===== config.mk =====
export PLATFORM = sky130hd
export DESIGN_NAME = config_chain_loader
export DESIGN_NICKNAME = d
export VERILOG_FILES = /design/src/rtl/config_chain_loader_pkg.sv /design/src/rtl/cfg_bit_counter.sv /design/src/rtl/config_chain_loader.sv
export SDC_FILE = /design/constraint.sdc
export NUM_CORES = 1
export LEC_CHECK = 0
export CORE_MARGIN = 2
export CORE_UTILIZATION = 35
export CTS_CLUSTER_SIZE = 24
export DETAILED_ROUTE_END_ITERATION = 10
export PLACE_DENSITY_LB_ADDON = 0.15
export SYNTH_ARGS = -nofsm -noshare
export SYNTH_HDL_FRONTEND = slang
export SYNTH_SLANG_ARGS = --single-unit

===== constraint.sdc =====
create_clock -name clk -period 5.6 [get_ports clk]
set_clock_uncertainty 0.05 [all_clocks]
set_input_delay 1.12 -clock clk [delete_from_list [all_inputs] [get_ports clk]]
set_output_delay 1.12 -clock clk [all_outputs]
set_load 0.02 [all_outputs]

===== src/rtl/config_chain_loader_pkg.sv =====
// Shared fabric configuration package for the configuration chain loader.
// Holds the loader state encoding and the default bitstream word width and
// chain length used when the loader is instantiated without overrides.
package config_chain_loader_pkg;

    localparam int unsigned DEFAULT_WORD_W    = 32;
    localparam int unsigned DEFAULT_CHAIN_LEN = 120;

    typedef enum logic [1:0] {
        IDLE  = 2'd0,
        LOAD  = 2'd1,
        SHIFT = 2'd2,
        SET   = 2'd3
    } loader_state_t;

endpackage


===== src/rtl/cfg_bit_counter.sv =====
// Saturating up-counter with synchronous clear and a terminal-count flag.
// Ports:
//   clk   - clock, all state on rising edge
//   rst   - asynchronous active-low reset
//   clr   - synchronous clear (priority over en)
//   en    - count enable
//   count - current count, saturates at LIMIT so it can never wrap
//   tc    - high while count == LIMIT-1, i.e. the next enabled edge
//           completes the run
module cfg_bit_counter #(
    parameter int unsigned WIDTH = 8,
    parameter int unsigned LIMIT = 255
) (
    input  logic             clk,
    input  logic             rst,
    input  logic             clr,
    input  logic             en,
    output logic [WIDTH-1:0] count,
    output logic             tc
);

    localparam logic [WIDTH-1:0] LAST = WIDTH'(LIMIT - 1);
    localparam logic [WIDTH-1:0] FULL = WIDTH'(LIMIT);

    always_ff @(posedge clk or negedge rst) begin
        if (!rst) begin
            count <= '0;
        end else if (clr) begin
            count <= '0;
        end else if (en && (count != FULL)) begin
            count <= count + 1'b1;
        end
    end

    assign tc = (count == LAST);

endmodule


===== src/rtl/config_chain_loader.sv =====
// Loads a serial configuration chain from a stream of bitstream words.
// Each accepted word is shifted out LSB first with cen high; the last word is
// truncated so exactly CHAIN_LEN bits reach the chain, then one set_in/cen
// cycle commits the chain and done pulses on the following cycle. The bits
// falling out of the chain end are gathered into one readback word per
// shifted word.
// Ports:
//   clk, rst              - clock and asynchronous active-low reset
//   start, abort          - begin a load / cancel a load in progress
//   word_valid/ready/data - bitstream word handshake
//   cen, shift_in, set_in - registered chain controls
//   shift_out             - serial bit returned from the chain end
//   rb_valid, rb_data     - readback strobe and word
//   busy, done            - loader active / one-cycle completion pulse
module config_chain_loader
    import config_chain_loader_pkg::*;
#(
    parameter int unsigned WORD_W    = DEFAULT_WORD_W,
    parameter int unsigned CHAIN_LEN = DEFAULT_CHAIN_LEN
) (
    input  logic              clk,
    input  logic              rst,
    input  logic              start,
    input  logic              abort,
    input  logic              word_valid,
    output logic              word_ready,
    input  logic [WORD_W-1:0] word_data,
    output logic              cen,
    output logic              shift_in,
    output logic              set_in,
    input  logic              shift_out,
    output logic              rb_valid,
    output logic [WORD_W-1:0] rb_data,
    output logic              busy,
    output logic              done
);

    localparam int unsigned TOTAL_W = $clog2(CHAIN_LEN + 1);
    localparam int unsigned WCNT_W  = $clog2(WORD_W + 1);

    loader_state_t state_reg, state_next;

    logic [WORD_W-1:0]  shift_reg;
    logic [WORD_W-1:0]  rb_reg;
    logic               cen_reg, cen_next;
    logic               shift_in_reg, shift_in_next;
    logic               set_in_reg, set_in_next;
    logic               rb_valid_reg;
    logic               done_reg;

    logic [TOTAL_W-1:0] total_cnt;
    logic               total_last;
    logic [WCNT_W-1:0]  word_cnt;
    logic               word_last;
    logic               unused_total;

    logic               launch;
    logic               handshake;
    logic               shifting;
    logic               shift_end;

    // abort wins over start and over a word handshake in the same cycle
    assign launch    = (state_reg == IDLE) && start && !abort;
    assign handshake = (state_reg == LOAD) && word_valid && !abort;
    assign shifting  = (state_reg == SHIFT) && !abort;
    // a word's run ends on its last bit or on the last bit of the chain,
    // whichever comes first, so surplus bits of the final word are dropped
    assign shift_end = shifting && (word_last || total_last);

    cfg_bit_counter #(
        .WIDTH (TOTAL_W),
        .LIMIT (CHAIN_LEN)
    ) u_total_cnt (
        .clk   (clk),
        .rst   (rst),
        .clr   (launch),
        .en    (shifting),
        .count (total_cnt),
        .tc    (total_last)
    );

    cfg_bit_counter #(
        .WIDTH (WCNT_W),
        .LIMIT (WORD_W)
    ) u_word_cnt (
        .clk   (clk),
        .rst   (rst),
        .clr   (handshake),
        .en    (shifting),
        .count (word_cnt),
        .tc    (word_last)
    );

    // only the terminal flag of the total counter drives the FSM
    assign unused_total = ^total_cnt;

    always_comb begin
        state_next    = state_reg;
        cen_next      = 1'b0;
        set_in_next   = 1'b0;
        shift_in_next = 1'b0;
        unique case (state_reg)
            IDLE: begin
                if (launch) state_next = LOAD;
            end
            LOAD: begin
                if (abort)           state_next = IDLE;
                else if (word_valid) state_next = SHIFT;
            end
            SHIFT: begin
                if (abort)          state_next = IDLE;
                else if (shift_end) state_next = total_last ? SET : LOAD;
            end
            SET: begin
                state_next = IDLE;
            end
            default: begin
                state_next = IDLE;
            end
        endcase
        // chain controls are registered, so they are computed from the
        // state being entered and line up with it on the next cycle
        cen_next    = (state_next == SHIFT) || (state_next == SET);
        set_in_next = (state_next == SET);
        if (handshake) begin
            shift_in_next = word_data[0];
        end else if (shifting && !shift_end) begin
            shift_in_next = shift_reg[0];
        end
    end

    always_ff @(posedge clk or negedge rst) begin
        if (!rst) begin
            state_reg    <= IDLE;
            shift_reg    <= '0;
            rb_reg       <= '0;
            cen_reg      <= 1'b0;
            shift_in_reg <= 1'b0;
            set_in_reg   <= 1'b0;
            rb_valid_reg <= 1'b0;
            done_reg     <= 1'b0;
        end else begin
            state_reg    <= state_next;
            cen_reg      <= cen_next;
            shift_in_reg <= shift_in_next;
            set_in_reg   <= set_in_next;
            rb_valid_reg <= shift_end;
            done_reg     <= (state_reg == SET) && !abort;
            if (handshake) begin
                // bit 0 is presented on shift_in_reg directly, so the
                // register keeps the remaining bits ready for the next cycle
                shift_reg <= word_data >> 1;
                rb_reg    <= '0;
            end else if (shifting) begin
                shift_reg <= shift_reg >> 1;
                rb_reg    <= rb_reg | (WORD_W'(shift_out) << word_cnt);
            end
        end
    end

    assign word_ready = (state_reg == LOAD) && !abort;
    assign cen        = cen_reg;
    assign shift_in   = shift_in_reg;
    assign set_in     = set_in_reg;
    assign rb_valid   = rb_valid_reg;
    assign rb_data    = rb_reg;
    assign busy       = (state_reg != IDLE);
    assign done       = done_reg;

endmodule


==> metrics.md, run 1 <==
| Metric | Value |
|---|---|
| Critical Path AT | about 2.7 ns |
| Starting Density | 0.362 |
| Gate power share | 0.194 |
| Placed Cells | 524 |
| Clock-pin slew on the worst setup and hold paths | 0.09 ns |
| Worst skew pair latency | ~0.34 ns |
| Measured slew at the worst slew-check pin | around 1.1 ns |
| First-pass GRT wire length | 13,500 um |
| Die Area | ~12,000 um2 |
| Routed vias | 2,742 |
| Vias in the first global route | 2,653 |
| Most common cell on crit path | clkdlybuf4s50_1 |
| R2r setup slk | 3.22 ns |
| Largest register FFs | 32 |
| Initial antenna violation count | 0 |
| Core area | 10,400 um2 |
| Share of cells above drive strength 1 | 0.0767 |
| Max Freq | 255 MHz |
| Unrepaired setup endpoints after global routing | false |
| Worst-case reg-to-reg path depth | 4 |
| Share of the synthesized area in the top cell type | 0.544 |
| GR Layer Usage met1 | 0.211 |
| TNS Setup | 0 ns |
| Global route overflow | 0 |
| Postcts setup bufs | 0 |
| Final period util | 0.699 |
| # rows | 37 |
| R2R Path End | u_total_cnt.count[6] |
| Worst Path Max Fanout | 13 |
| Yosys reg bits | 82 |
| Sw frac | 0.283 |
| Hold_sp | rb_data[30] |
| Number of buffers created by CTS | 9 |
| Max-slew violations | 0 |
| Pre-CTS setup slack | 1.70 ns |
| Final nets | around 440 |
| Synthesized area | 3770 um2 |
| Detailed Route WL | 8270 um |
| Clock buffer depth | 2 |
| Max incr delay on CP | 0.68 ns |
| Synth warnings | 0 |
| DR WL/cell | 15.3 um |
| Hold buffers post-CTS | 0 |
| Mean Syn Cell Area | roughly 11 um2 |
| Crit end category | output pin |
| Initial drt markers | between 150 and 200 |
| Syn nets | between 300 and 400 |
| Minimum clock period | 3.91 ns |
| Die Ht | 108 um |
| Die W | around 110 um |
| Status | completed |
| # clock sinks | between 80 and 90 |
| Maximum VDD drop | 0.000143 V |
| Psw | 0.462 mW |
| Crit path cell chain | clkdlybuf4s50_1 -> nor2_1 -> nand2_1 -> inv_1 -> clkdlybuf4s50_1 |
| Antenna diodes | 0 |
| Vias per inst | 5.08 |
| Clock share of power | 0.315 |
| Delay-heaviest family, CP | buffers and inverters |
| HPWL after DPL | 5520 um |
| Fin util | 0.465 |
| P_leak | 2.18 nW |
| Critical path class | in2out |
| First-pass detailed-route iteration total | 4 |
| Synth area leaders | dfrtp_1 (54%), mux2i_1 (8.8%), a32o_1 (5.6%) |
| HP Class | reg2reg |
| Area grow syn2layout | 28.5% |
| Ports | 77 |
| # setup viols final | 0 |
| CTS tree | built |
| Yosys top cell by area | dfrtp_1 |
| Synth Instances | 338 |
| Worst path slowest cell | clkdlybuf4s50_1 |
| Final Hold Vio Count | 0 |
| Worst slew margin | 0.293 |
| H-tree depth | 3 |
| Final worst slack | around 1.7 ns |
| Met2 Use GR | 0.221 |
| Worst r2r src | cen |
| CP startpoint kind | input pin |
| Commonest non-fill, non-tap cell in the layout | dfrtp_1 |
| Number of flops mapped to enable cells by yosys | 0 |
| Prevailing post-synth register cell | dfrtp_1 |
| Hold path endpoint | rb_data[30] |
| Residual DRC | 0 |
| P_int | 1.17 mW |
| Commonest cells after routing, fill and taps aside | dfrtp_1 (82), clkdlybuf4s50_1 (75), nand2_1 (45) |
| Remaining antenna violation count after routing | 0 |
| Number of max-cap violations | 0 |
| Non-Filler Instances | 540 |
| CP Data Required Time | 4.43 ns |
| Async SR Flop Fraction | 1.00 |
| WP buf/inv | 3 |
| Levels on crit path | 5 |
| Synth unique cells | ~50 |
| Final estimated routing congestion in global placement | between 0.8 and 0.9 |
| Met3 usage | 0.0309 |
| CTS root buffer | clkbuf_8 |
| IO buf count | between 70 and 80 |
| PostCTS Resize Cnt | 0 |
| Cell Pwr Density | 337 nW/um2 |
| Sequential power share | 0.491 |
| Sequential share of the synthesized area | 0.544 |
| Hold depth | 1 |
| Tot GR Track Use | 0.149 |
| Largest net degree at the start of global routing | 83 |
| GR peak layer | met2 |
power by group through the flow:
stage	logic [mW]	clock network, mW	registers [mW]
floorplan	0.197	0	0.806
global placement	0.315	0	0.811
CTS	0.323	0.535	0.804
global route	0.358	0.559	0.822
detailed placement	0.323	0	0.816
finish	0.317	0.515	0.802
worst max path at each step:
stage | startpoint | to
final | abort | word_ready
after global routing | abort | word_ready
after CTS | abort | word_ready
after detailed placement | abort | word_ready
after global placement | abort | word_ready
after floorplan | abort | word_ready
cells in the mapped netlist, types with 2 or more instances:
| cell type | instances |
|---|---|
| mux2i_1 | 33 |
| buf_1 | 3 |
| and4_1 | 2 |
| nand2_1 | 45 |
| or2_2 | 2 |
| a22o_1 | 10 |
| nor3b_1 | 2 |
| a21oi_1 | 3 |
| a22oi_1 | 3 |
| or3_1 | 2 |
| buf_2 | 5 |
| inv_1 | 9 |
| mux2_2 | 2 |
| dfrtp_1 | 82 |
| o31ai_1 | 4 |
| and3_1 | 3 |
| nor3_1 | 2 |
| nor4bb_1 | 2 |
| o21ai_0 | 31 |
| clkbuf_1 | 18 |
| nor2_1 | 9 |
| a211oi_1 | 4 |
| nand4bb_1 | 2 |
| and3b_1 | 2 |
| ha_1 | 4 |
| nand3b_1 | 3 |
| nor2b_1 | 3 |
| buf_6 | 2 |
| nand3_1 | 4 |
| a32o_1 | 21 |
worst reg2reg max path: cells and delay by family (launching register included):
kind                   cells  cell delay [ns]
AOI/OAI and AO/OA          1             0.15
buffers and inverters      1             0.34
DFF                        1             0.62
and+or+nand+nor            2             1.15
layer usage:
layer | vias up | share of wire
li1 | 1357 | -
met1 | 1301 | 0.49
met2 | 68 | 0.44
met3 | 16 | 0.044
met4 | 0 | 0.022
met5 | - | 0
stage by stage:
step / total power, mW / cell area [um2] / hold slack, ns
4_1_cts: 1.66 / 4850 / 0.453
6_report: 1.63 / 4850 / 0.446
3_5_place_dp: 1.14 / 4610 / 0.432
3_3_place_gp: 1.13 / 4610 / 0.421
2_1_floorplan: 1.00 / 3770 / 0.413
5_1_grt: 1.74 / 4850 / 0.476
cells by family after synthesis:
family	Yosys count	share of synthesized area
DFF	82	0.544
muxes	35	0.0935
buffers and inverters	38	0.0438
and+or+nand+nor	94	0.133
AOI/OAI and AO/OA	85	0.172
adders and majority gates	4	0.0133
layout make-up:
class | count | area (um2)
Tap cell | 136 | 170
Inverter | 9 | 33.8
Clock buffer | 10 | 128
Fill cell | 987 | 5570
Clock inverter | 6 | 114
Timing Repair Buffer | 79 | 781
Multi-Input combinational cell | 218 | 1570
Sequential cell | 82 | 2050
Note: power is estimated with default switching activity, not from simulation.
==> inputs of run 2 (changes only) <==
==> constraint.sdc (replaced) <==
create_clock -name clk -period 3.8 [get_ports clk]
set_clock_uncertainty 0.05 [all_clocks]
set_input_delay 0.76 -clock clk [delete_from_list [all_inputs] [get_ports clk]]
set_output_delay 0.76 -clock clk [all_outputs]
set_load 0.02 [all_outputs]
==> run 2 against run 1 <==
Global-route usage up 0.20 points. Via count increased by 0.62%. Largest power group unchanged. Sequential share of layout area increased by 0.18 points.
==> metrics.md, run 2 (synthesis results as in run 1) <==
| Metric | Value |
|---|---|
| Initial antenna violation count | 0 |
| Worst slew margin | 0.303 |
| Ports | 77 |
| Residual DRC | 0 |
| Antenna diodes | 0 |
| Worst Path Max Fanout | 13 |
| HP Class | reg2reg |
| Final Hold Vio Count | 0 |
| HPWL after DPL | between 5000 and 6000 um |
| Final nets | 443 |
| Number of max-cap violations | 0 |
| Status | completed |
| Remaining antenna violation count after routing | 0 |
| Number of buffers created by CTS | 9 |
| Unrepaired setup endpoints after global routing | false |
| PostCTS Resize Cnt | 0 |
| Clock buffer depth | 2 |
| Total power | 2.32 mW |
| Minimum clock period | 3.00 ns |
| Global route overflow | 0 |
| Maximum VDD drop | 0.000260 V |
| IO buf count | 76 |
| P_leak | 2.18 nW |
| Hold depth | 1 |
| H-tree depth | 3 |
| Hold buffers post-CTS | 0 |
| Final period util | 0.789 |
| # rows | 37 |
| Die Ht | about 110 um |
| Critical Path AT | 2.19 ns |
| Fin util | 0.464 |
| Measured slew at the worst slew-check pin | 1.05 ns |
| CP Data Required Time | 2.99 ns |
| Routed vias | 2,759 |
| Critical path launch point | abort |
| Worst r2r src | cen |
| Largest register FFs | 32 |
| Core area | between 10,000 and 15,000 um2 |
| Worst-case reg-to-reg path depth | 3 |
| Max-slew violations | 0 |
| Most common cell on crit path | clkdlybuf4s50_1 |
| Max Freq | between 300 and 400 MHz |
| Placed Area | about 4600 um2 |
| CTS root buffer | clkbuf_8 |
| Critical path class | in2out |
| Commonest cells after routing, fill and taps aside | dfrtp_1 (82), clkdlybuf4s50_1 (75), nand2_1 (45) |
| Worst path slowest cell | clkdlybuf4s50_1 |
| CP startpoint kind | input pin |
| Initial drt markers | 139 |
| Crit path cell chain | clkdlybuf4s50_1 -> buf_4 -> nor2_1 -> nand2_1 -> inv_1 -> clkdlybuf4s50_1 |
| Max incr delay on CP | 0.59 ns |
| Detailed Route WL | 8280 um |
| CTS tree | built |
| DR WL/cell | 15.3 um |
| # setup viols final | 0 |
| First-pass detailed-route iteration total | 4 |
| First-pass GRT wire length | 13,800 um |
| Hold path endpoint | rb_data[30] |
| Vias in the first global route | 2,751 |
| Share of cells above drive strength 1 | 0.0815 |
| Crit end category | output pin |
| Vias per inst | approximately 5 |
| Starting Density | 0.362 |
| Worst skew pair latency | about 0.34 ns |
| Cell Pwr Density | 480 nW/um2 |
| Post-route design area | 4830 um2 |
| Postcts setup bufs | 0 |
| TNS Setup | 0 ns |
| Area grow syn2layout | 28.0% |
| Largest net degree at the start of global routing | 83 |
| Clock-pin slew on the worst setup and hold paths | 0.08 ns |
| Multi-input logic area | 1570 um2 |
| R2R Path End | rb_data[11] |
| Commonest non-fill, non-tap cell in the layout | dfrtp_1 |
| Hold_sp | rb_data[30] |
| R2r setup slk | 1.57 ns |
| # clock sinks | 82 |
| Reg area | 2050 um2 |
| Tot GR Track Use | 0.151 |
| Die W | around 110 um |
| Die Area | roughly 12,000 um2 |
| Fillers | 991 |
| Final estimated routing congestion in global placement | approximately 0.8 |
==> run 2: how the worst max path moves through the flow <==
| stage | to | slack (ns) | depth (start not counted) |
|---|---|---|---|
| final | word_ready | 0.80 | 6 |
| after detailed placement | word_ready | 0.82 | 6 |
| after floorplan | rb_data[22] | 1.68 | 4 |
| after global routing | word_ready | 0.74 | 6 |
| after global placement | word_ready | 0.82 | 6 |
| after CTS | word_ready | 0.80 | 6 |
==> run 2: final cells by class <==
cell class | instances | share of cell area
clock buffers | 9 | 0.0257
well taps | 136 | 0.0352
inverters | 9 | 0.00700
clock inverters | 6 | 0.0171
repair buffers | 81 | 0.165
flip-flops and latches | 82 | 0.425
multi-input cells | 218 | 0.325
==> run 2: routing by layer <==
| metal | vias up | track usage | part of all wire |
|---|---|---|---|
| li1 | 1354 | - | - |
| met1 | 1324 | 0.209 | 0.47 |
| met2 | 67 | 0.230 | 0.47 |
| met3 | 14 | 0.0375 | 0.043 |
| met4 | 0 | 0.0549 | 0.015 |
| met5 | - | 0 | 0 |
==> run 2: worst max-delay path: cells and delay by family <==
| kind | cells | cell delay, ns |
|---|---|---|
| buffers and inverters | 4 | 1.25 |
| and+or+nand+nor | 2 | 0.17 |
==> run 2: through the flow <==
step | setup slack [ns] | cells | hold slack, ns
after floorplan | 1.68 | 338 | 0.413
after global placement | 0.816 | 526 | 0.428
after detailed placement | 0.816 | 526 | 0.431
after CTS | 0.800 | 541 | 0.450
after global routing | 0.737 | 541 | 0.472
final | 0.800 | 541 | 0.443
==> run 2: power breakdown <==
group	switching [mW]	total, mW	leakage (nW)	internal, mW
combinational	0.238	0.468	0.976	0.230
clock	0.307	0.670	0.105	0.363
sequential	0.120	1.18	1.10	1.06
total	0.664	2.32	2.18	1.65
